$ cat config.mk
export PLATFORM = sky130hd
export DESIGN_NAME = dot_accumulator
export DESIGN_NICKNAME = d
export VERILOG_FILES = /design/src/rtl/npu_pkg.sv /design/src/rtl/sat_adder.sv /design/src/rtl/dot_accumulator.sv
export SDC_FILE = /design/constraint.sdc
export NUM_CORES = 1
export LEC_CHECK = 0
export BUFFER_PORTS_ARGS = -buffer_cell sky130_fd_sc_hd__buf_2
export CAP_MARGIN = 20
export CORE_AREA = 2 2 77 79
export DETAILED_ROUTE_END_ITERATION = 10
export DIE_AREA = 0 0 79 81
export PLACE_DENSITY = 0.46
export SYNTH_ARGS = -nofsm -noshare
export SYNTH_HDL_FRONTEND = slang
export SYNTH_SLANG_ARGS = --single-unit
$ cat constraint.sdc
create_clock -name clk -period 3.13 [get_ports clk]
set_input_delay 0.313 -clock clk [delete_from_list [all_inputs] [get_ports clk]]
set_output_delay 0.313 -clock clk [all_outputs]
set_load 0.01 [all_outputs]
$ cat src/rtl/npu_pkg.sv
// Shared NPU datapath definitions: accumulator FSM state and saturating
// arithmetic helpers that work at any width up to SAT_W (also reused by activation).
package npu_pkg;

    typedef enum logic {
        ACCUM,
        DONE
    } acc_state_t;

    localparam int unsigned SAT_W = 64;

    function automatic logic signed [SAT_W-1:0] sat_max(input int unsigned w);
        logic signed [SAT_W-1:0] one;
        one = {{(SAT_W-1){1'b0}}, 1'b1};
        return (one <<< (w - 1)) - one;
    endfunction

    function automatic logic signed [SAT_W-1:0] sat_min(input int unsigned w);
        return ~sat_max(w);
    endfunction

    // Clamp a sign-extended value into the signed range of a w-bit word.
    function automatic logic signed [SAT_W-1:0] sat_narrow(input logic signed [SAT_W-1:0] x,
                                                          input int unsigned w);
        if (x > sat_max(w)) begin
            return sat_max(w);
        end else if (x < sat_min(w)) begin
            return sat_min(w);
        end
        return x;
    endfunction

    // Operands must already lie inside the w-bit range, sign-extended to SAT_W.
    function automatic logic signed [SAT_W-1:0] sat_add(input logic signed [SAT_W-1:0] a,
                                                       input logic signed [SAT_W-1:0] b,
                                                       input int unsigned w);
        logic signed [SAT_W:0] s;
        logic signed [SAT_W-1:0] mx;
        logic signed [SAT_W-1:0] mn;
        mx = sat_max(w);
        mn = sat_min(w);
        s  = {a[SAT_W-1], a} + {b[SAT_W-1], b};
        if (s > $signed({mx[SAT_W-1], mx})) begin
            return mx;
        end else if (s < $signed({mn[SAT_W-1], mn})) begin
            return mn;
        end
        return s[SAT_W-1:0];
    endfunction

endpackage

$ cat src/rtl/sat_adder.sv
// W-bit signed saturating adder; ovf flags that the result was clamped.
module sat_adder
    import npu_pkg::*;
#(
    parameter int unsigned W = 12
) (
    input  logic signed [W-1:0] a,
    input  logic signed [W-1:0] b,
    output logic signed [W-1:0] sum,
    output logic                ovf
);

    logic signed [SAT_W-1:0] a_x;
    logic signed [SAT_W-1:0] b_x;
    logic signed [SAT_W-1:0] sat_x;
    logic signed [SAT_W-1:0] exact_x;

    always_comb begin
        a_x     = {{(SAT_W-W){a[W-1]}}, a};
        b_x     = {{(SAT_W-W){b[W-1]}}, b};
        sat_x   = sat_add(a_x, b_x, W);
        exact_x = a_x + b_x;
        sum     = sat_x[W-1:0];
        ovf     = (sat_x != exact_x);
    end

endmodule

$ cat src/rtl/dot_accumulator.sv
// Accumulates one signed Q-format dot product at a time with guard bits and
// emits it saturated back to NBITS, with a sticky overflow flag and term count.
module dot_accumulator
    import npu_pkg::*;
#(
    parameter int unsigned NBITS     = 8,
    parameter int unsigned DBITS     = 4,
    parameter int unsigned GBITS     = 4,
    parameter int unsigned MAX_TERMS = 16
) (
    input  logic                           clk,
    input  logic                           rst,
    input  logic                           in_val,
    output logic                           in_rdy,
    input  logic [NBITS-1:0]               in_data,
    input  logic                           in_last,
    output logic                           out_val,
    input  logic                           out_rdy,
    output logic [NBITS-1:0]               out_data,
    output logic                           out_ovf,
    output logic [$clog2(MAX_TERMS+1)-1:0] out_count
);

    localparam int unsigned ACC_BITS = NBITS + GBITS;
    localparam int unsigned CW       = $clog2(MAX_TERMS + 1);

    // Q format passes through untouched; only its sanity is checked here.
    if (DBITS >= NBITS) begin : g_bad_q
        $error("dot_accumulator: DBITS must be smaller than NBITS");
    end

    acc_state_t state, state_nx;

    logic signed [ACC_BITS-1:0] acc;
    logic signed [ACC_BITS-1:0] in_ext;
    logic signed [ACC_BITS-1:0] acc_sum;
    logic                       add_ovf;
    logic                       ovf_sticky;
    logic [CW-1:0]              count;
    logic [CW-1:0]              count_inc;
    logic                       in_fire;
    logic                       out_fire;
    logic                       close;
    logic signed [SAT_W-1:0]    acc_x;
    logic signed [SAT_W-1:0]    nar_x;
    logic                       nar_ovf;

    assign in_ext    = {{GBITS{in_data[NBITS-1]}}, in_data};
    assign in_fire   = in_val && in_rdy;
    assign out_fire  = out_val && out_rdy;
    assign count_inc = count + 1'b1;
    assign close     = in_fire && (in_last || (count_inc == CW'(MAX_TERMS)));

    sat_adder #(.W(ACC_BITS)) u_sat_adder (
        .a   (acc),
        .b   (in_ext),
        .sum (acc_sum),
        .ovf (add_ovf)
    );

    always_comb begin
        acc_x   = {{(SAT_W-ACC_BITS){acc[ACC_BITS-1]}}, acc};
        nar_x   = sat_narrow(acc_x, NBITS);
        nar_ovf = (nar_x != acc_x);
    end

    always_ff @(posedge clk) begin
        if (rst) begin
            state <= ACCUM;
        end else begin
            state <= state_nx;
        end
    end

    always_ff @(posedge clk) begin
        if (rst || out_fire) begin
            acc        <= '0;
            ovf_sticky <= 1'b0;
            count      <= '0;
        end else if (in_fire) begin
            acc        <= acc_sum;
            ovf_sticky <= ovf_sticky | add_ovf;
            count      <= count_inc;
        end
    end

    always_comb begin
        state_nx  = state;
        in_rdy    = 1'b0;
        out_val   = 1'b0;
        out_data  = '0;
        out_ovf   = 1'b0;
        out_count = '0;
        case (state)
            ACCUM: begin
                in_rdy = 1'b1;
                if (close) begin
                    state_nx = DONE;
                end
            end
            DONE: begin
                out_val   = 1'b1;
                out_data  = nar_x[NBITS-1:0];
                out_ovf   = ovf_sticky | nar_ovf;
                out_count = count;
                if (out_rdy) begin
                    state_nx = ACCUM;
                end
            end
            default: state_nx = ACCUM;
        endcase
    end

endmodule

# Word-level counts from Yosys, hierarchy flattened
# Cells that the tools add are included.
# totals
regBits	19
inputBits	13
output_inout_bits	16
word_cells	40
# classes
add_sub_neg	3
magnitude_cmp	4
eq_ne	3
mux	18
bitwise_logic	3
reduce_logical	5
# op_table
op	n
$mux W64	6
$gt A65 B12 Y1 const B	1
$lt A65 B12 Y1 const B	1
$ne A64 B12 Y1	1
$ne A64 B64 Y1	1
$add A12 B8 Y13	2
$gt A12 B8 Y1 const B	1
$lt A12 B8 Y1 const B	1
$mux W1	9
$mux W8	1
$add A5 B1 Y5 const B	1
$eq A5 B5 Y1 const B	1
$mux W5	1
$logic_and A1 B1 Y1	3
$logic_or A1 B1 Y1	2
$or A1 B1 Y1	2
$pmux W1 S2	1
$not A1 Y1	1

# Logic depth before layout (Yosys ltp)
# depth
word_depth	7
mapped_depth	8
ltp_nobuf	8

# Hierarchy
# From an unflattened synthesis, not the netlist that was laid out.
# hier_totals
cells_unflattened	212
hier_area_um2	1690.4
# by_module_without_submodules
module	n_inst	cells_each	area_per_inst_um2	seq_area_each_um2
dot_accumulator	1	112	905.9	380.4
sat_adder	1	100	784.5	0.0

# Worst setup path before layout
# Ideal clock, no wire load.
# synth_timing
path_kind	input port to flip-flop
from	input port in_data[0]
to	register acc[3]
setup_ns	0.070
arrival_time_ns	2.137
required_ns	3.060
slack_ns	0.923
path_stages	8
path_buffers	0
cell_sequence	ha_1 fa_1 a21oi_1 o211ai_2 and2_1 nor3b_2 o311ai_0 a21oi_1
# synth_between
elab_chain_cells	5
elab_cells_between_ends	7
classes_between	1 x add/sub; 2 x order compare; 4 x mux
# synth_lines
element	line	rtl
start, declared	dot_accumulator.sv:15	input logic [NBITS-1:0] in_data,
$add A12 B8 Y13 *	npu_pkg.sv:42	s = {a[SAT_W-1], a} + {b[SAT_W-1], b};
$lt A65 B12 Y1	npu_pkg.sv:45	end else if (s < $signed({mn[SAT_W-1], mn})) begin
$mux W1	npu_pkg.sv:45	
$mux W1	npu_pkg.sv:43	if (s > $signed({mx[SAT_W-1], mx})) begin
$mux W64 *	npu_pkg.sv:48	return s[SAT_W-1:0];
end signal, assigned	dot_accumulator.sv:81	acc <= acc_sum;
end, declared	dot_accumulator.sv:34	logic signed [ACC_BITS-1:0] acc;
# Every way passes the cells marked *; elsewhere a longest branch is shown, timed or not.
# A chain may end at the register's enable or synchronous reset.

# Worst setup path after layout
# layout_timing
from	register acc[0]
to	register acc[5]
# layout_between
elab_chain_cells	5
elab_cells_between_ends	7
classes_between	1 x add/sub; 2 x order compare; 4 x mux
# layout_lines
element	line
$add A12 B8 Y13 *	npu_pkg.sv:42
$lt A65 B12 Y1	npu_pkg.sv:45
$mux W1	npu_pkg.sv:45
$mux W1	npu_pkg.sv:43
$mux W64 *	npu_pkg.sv:48
# Marked as above.

==> metrics.md <==
| Metric | Value |
|---|---|
| Total power draw | 1.01 mW |
| I/O pin cnt | 29 |
| Remaining Overflow, GRT | 0 |
| Post-synth EDFFs | 0 |
| Simple-gate share of the synthesized area | 20.6% |
| Post-synthesis cell area | 1630 sq um |
| DRC Markers | 0 |
| Die ar. | 6400 sq um |
| PostCTS Resize Cnt | 0 |
| Leak | 0.786 nW |
| CP Capture Type | flip-flop |
| Syn Nets | 226 |
| Synth area leaders | dfxtp_1 23%, ha_1 11%, a21oi_1 7.4%, nand2_1 5.1%, o21a_1 4.6% |
| Worst skew pair latency | 0.26 ns |
| Detail-routed via count per cell | 4.99 |
| Synth top cells by count | 24 x a21oi_1, 22 x nand2_1, 19 x dfxtp_1 |
| Die X | 79 um |
| Yosys top cell by area | dfxtp_1 |
| Drt initial violations | 60 |
| Clock transition at the registers of the reported paths | 0.08 ns |
| Slew Viols, Final | 0 |
| Fin nets | 253 |
| Vias in the first global route | 1416 |
| Main combinational cell family by area after synthesis | compound AO/OA/AOI/OAI gates |
| RSZ-0062 raised after global routing | no |
| Post-synthesis xor/xnor area fraction | 6.47% |
| Core Region | 5680 sq um |
| Complex-gate fraction of the synthesized area | 30.5% |
| Yosys warning count | 0 |
| Via Count | 1493 |
| H-tree levels | 1 |
| R2R cell count | 8 |
| Post-synthesis mux area share | 0.847% |
| Share of cells above drive strength 1 | 19.6% |
| Data required time of the worst path | 3.32 ns |
| Register area | 380 sq um |
| Initial antenna violation count | 0 |
| Synth Register Bits | 19 |
| Crit-path max FO | 8 |
| Num CTS Buffers | 3 |
| Final hold violations | 0 |
| CP cell instances | ha_1 -> fa_1 -> a21oi_1 -> o211ai_2 -> and2_1 -> nor3b_2 -> o311ai_0 -> a21oi_1 |
| Pwr/cell area | 545 nW/um^2 |
| Hold path cells | 2 |
| Rows | 28 |
| Slowest cell on the critical path | nor3b_2 |
| Total track usage | 13.5% |
| Synth Area per Inst | 8.21 sq um |
| Clock tree buffer depth | 2 |
| Final setup vio count | 0 |
| Multi-input gate area | 1160 sq um |
| Post-DP HPWL | 3080 um |
| TritonRoute pass-1 iters | 4 |
| FMAX | 389 MHz |
| Async S/R FF share, synth | 0% |
| CTS tree | built |
| Most frequent cell after synthesis | a21oi_1 |
| Critical Path Max Stage Delay | 0.42 ns |
| Crit start category | flip-flop |
| Routed length per instance | 13.5 um |
| Clk Tree Root Cell | clkbuf_8 |
| Initial Util | 28.6% |
| Crit path kind | reg2reg |
| Most used cell, CP | a21oi_1 |
| Final period util | 82.1% |
| Worst hold path class | in2reg |
| Library cells used by synthesis | 44 |
| Outcome | finished, final reports clean |
| Clock skew | 0.00481 ns |
| Sequential area share after synthesis | 23.4% |
| Gpl congestion | 0.761 |
| Port bufs | 28 |
| Main synth FF type | dfxtp_1 |
| Die height | 81 um |
| Worst Path Arrival | 2.76 ns |
| Worst vdd ir | 0.250 mV |
| DRT met1 WL | 1930 um |
| Slew @ Worst Pin | 0.771 ns |
| Syn Inst Count | 198 |
| CTS Hold Buffers Added | 0 |
| Layout area overhead | 14.3% |
| Fraction of the mapped netlist area in adder cells | 13.2% |
| DR WL met2 | 1880 um |
| Fillers | 643 |
| Synth top area share | 23.4% |
| First-pass GRT wire length | 6850 um |
| Top layer in use | met3 |
| Crit path time final | 2.57 ns |
| ANT nets after route | 0 |
| Largest net degree at the start of global routing | 19 |
| Max cap viols | 0 |
| Final setup TNS | 0 ns |
| Relative slew slack | 48.6% |
| Met3 wire length | 214 um |
| Post-CTS setup buffer count | 0 |
| Total routed wirelength | 4030 um |
| ANT cells | 0 |
| Clk sinks | 19 |
[worst max-delay path: cells and delay by family, from the launching register on]
kind,cells,cell delay [ns]
AO/OA/AOI/OAI,4,0.91
adder cells (fa/ha/maj),2,0.65
AND/OR/NAND/NOR,2,0.61
flip-flops,1,0.33
[placed cells by master, fill, tap and decap left out, drive strengths merged, types with 4 or more instances in the layout]
cell type | synthesis | final
a211oi | 4 | 4
a21oi | 26 | 26
and2 | 7 | 7
buf | 4 | 29
dfxtp | 19 | 19
ha | 14 | 14
inv | 7 | 7
nand2 | 23 | 23
nand3 | 7 | 7
nand4 | 4 | 4
nor2 | 9 | 9
nor3 | 6 | 6
o21a | 10 | 10
o21ai | 9 | 9
o311ai | 5 | 5
xnor2 | 8 | 8
xor2 | 4 | 4
[worst paths after layout]
check                           endpoint   start  slack (ns)
worst max-delay path              acc[5]  acc[0]        0.56
worst min-delay path               state     rst        0.23
worst min register to register    acc[6]  acc[6]        0.48
worst max register to register    acc[5]  acc[0]        0.56
[cells by family (layout without fill, tap and decap cells)]
family	count (synthesis)	count (layout)
xor+xnor	12	12
buf+inv	14	40
mux	1	1
compound gates	68	68
simple gates	67	67
flops	19	19
fa+ha+maj	17	17
[stage by stage]
stage | utilization [%] | std cells | area, sq um | hold WS, ns | setup slack, ns
after floorplan | - | 198 | 1630 | 0.382 | 0.923
after global placement | 31.9 | 295 | 1810 | 0.471 | 0.481
after detailed placement | 31.9 | 295 | 1810 | 0.473 | 0.438
after CTS | 32.7 | 299 | 1860 | 0.228 | 0.510
after global routing | 32.7 | 299 | 1860 | 0.227 | 0.307
final | 32.7 | 299 | 1860 | 0.229 | 0.559
[cell type report]
| class | instances | share of cell area [%] |
|---|---|---|
| multi-input combinational | 165 | 62.6 |
| clock inverter | 1 | 0.269 |
| tap | 75 | 5.05 |
| clock buffer | 3 | 2.22 |
| timing repair buffer | 29 | 7.95 |
| sequential | 19 | 20.5 |
| inverter | 7 | 1.41 |
[per-layer routing]
layer,vias up,global-route usage [%]
met2,44,23.7
met3,0,2.44
met5,-,0
li1,775,-
met4,0,1.55
met1,674,17.8
[sequential cells by signal, indices dropped and copies added (netlist names)]
name,cells
ovf_sticky,1
state,1
count,5
acc,12
[report_power, final]
group | internal, mW | switching (mW)
combinational | 0.216 | 0.307
sequential | 0.278 | 0.0377
clock | 0.0886 | 0.0855
No activity file was read; power rests on OpenSTA's default activity.
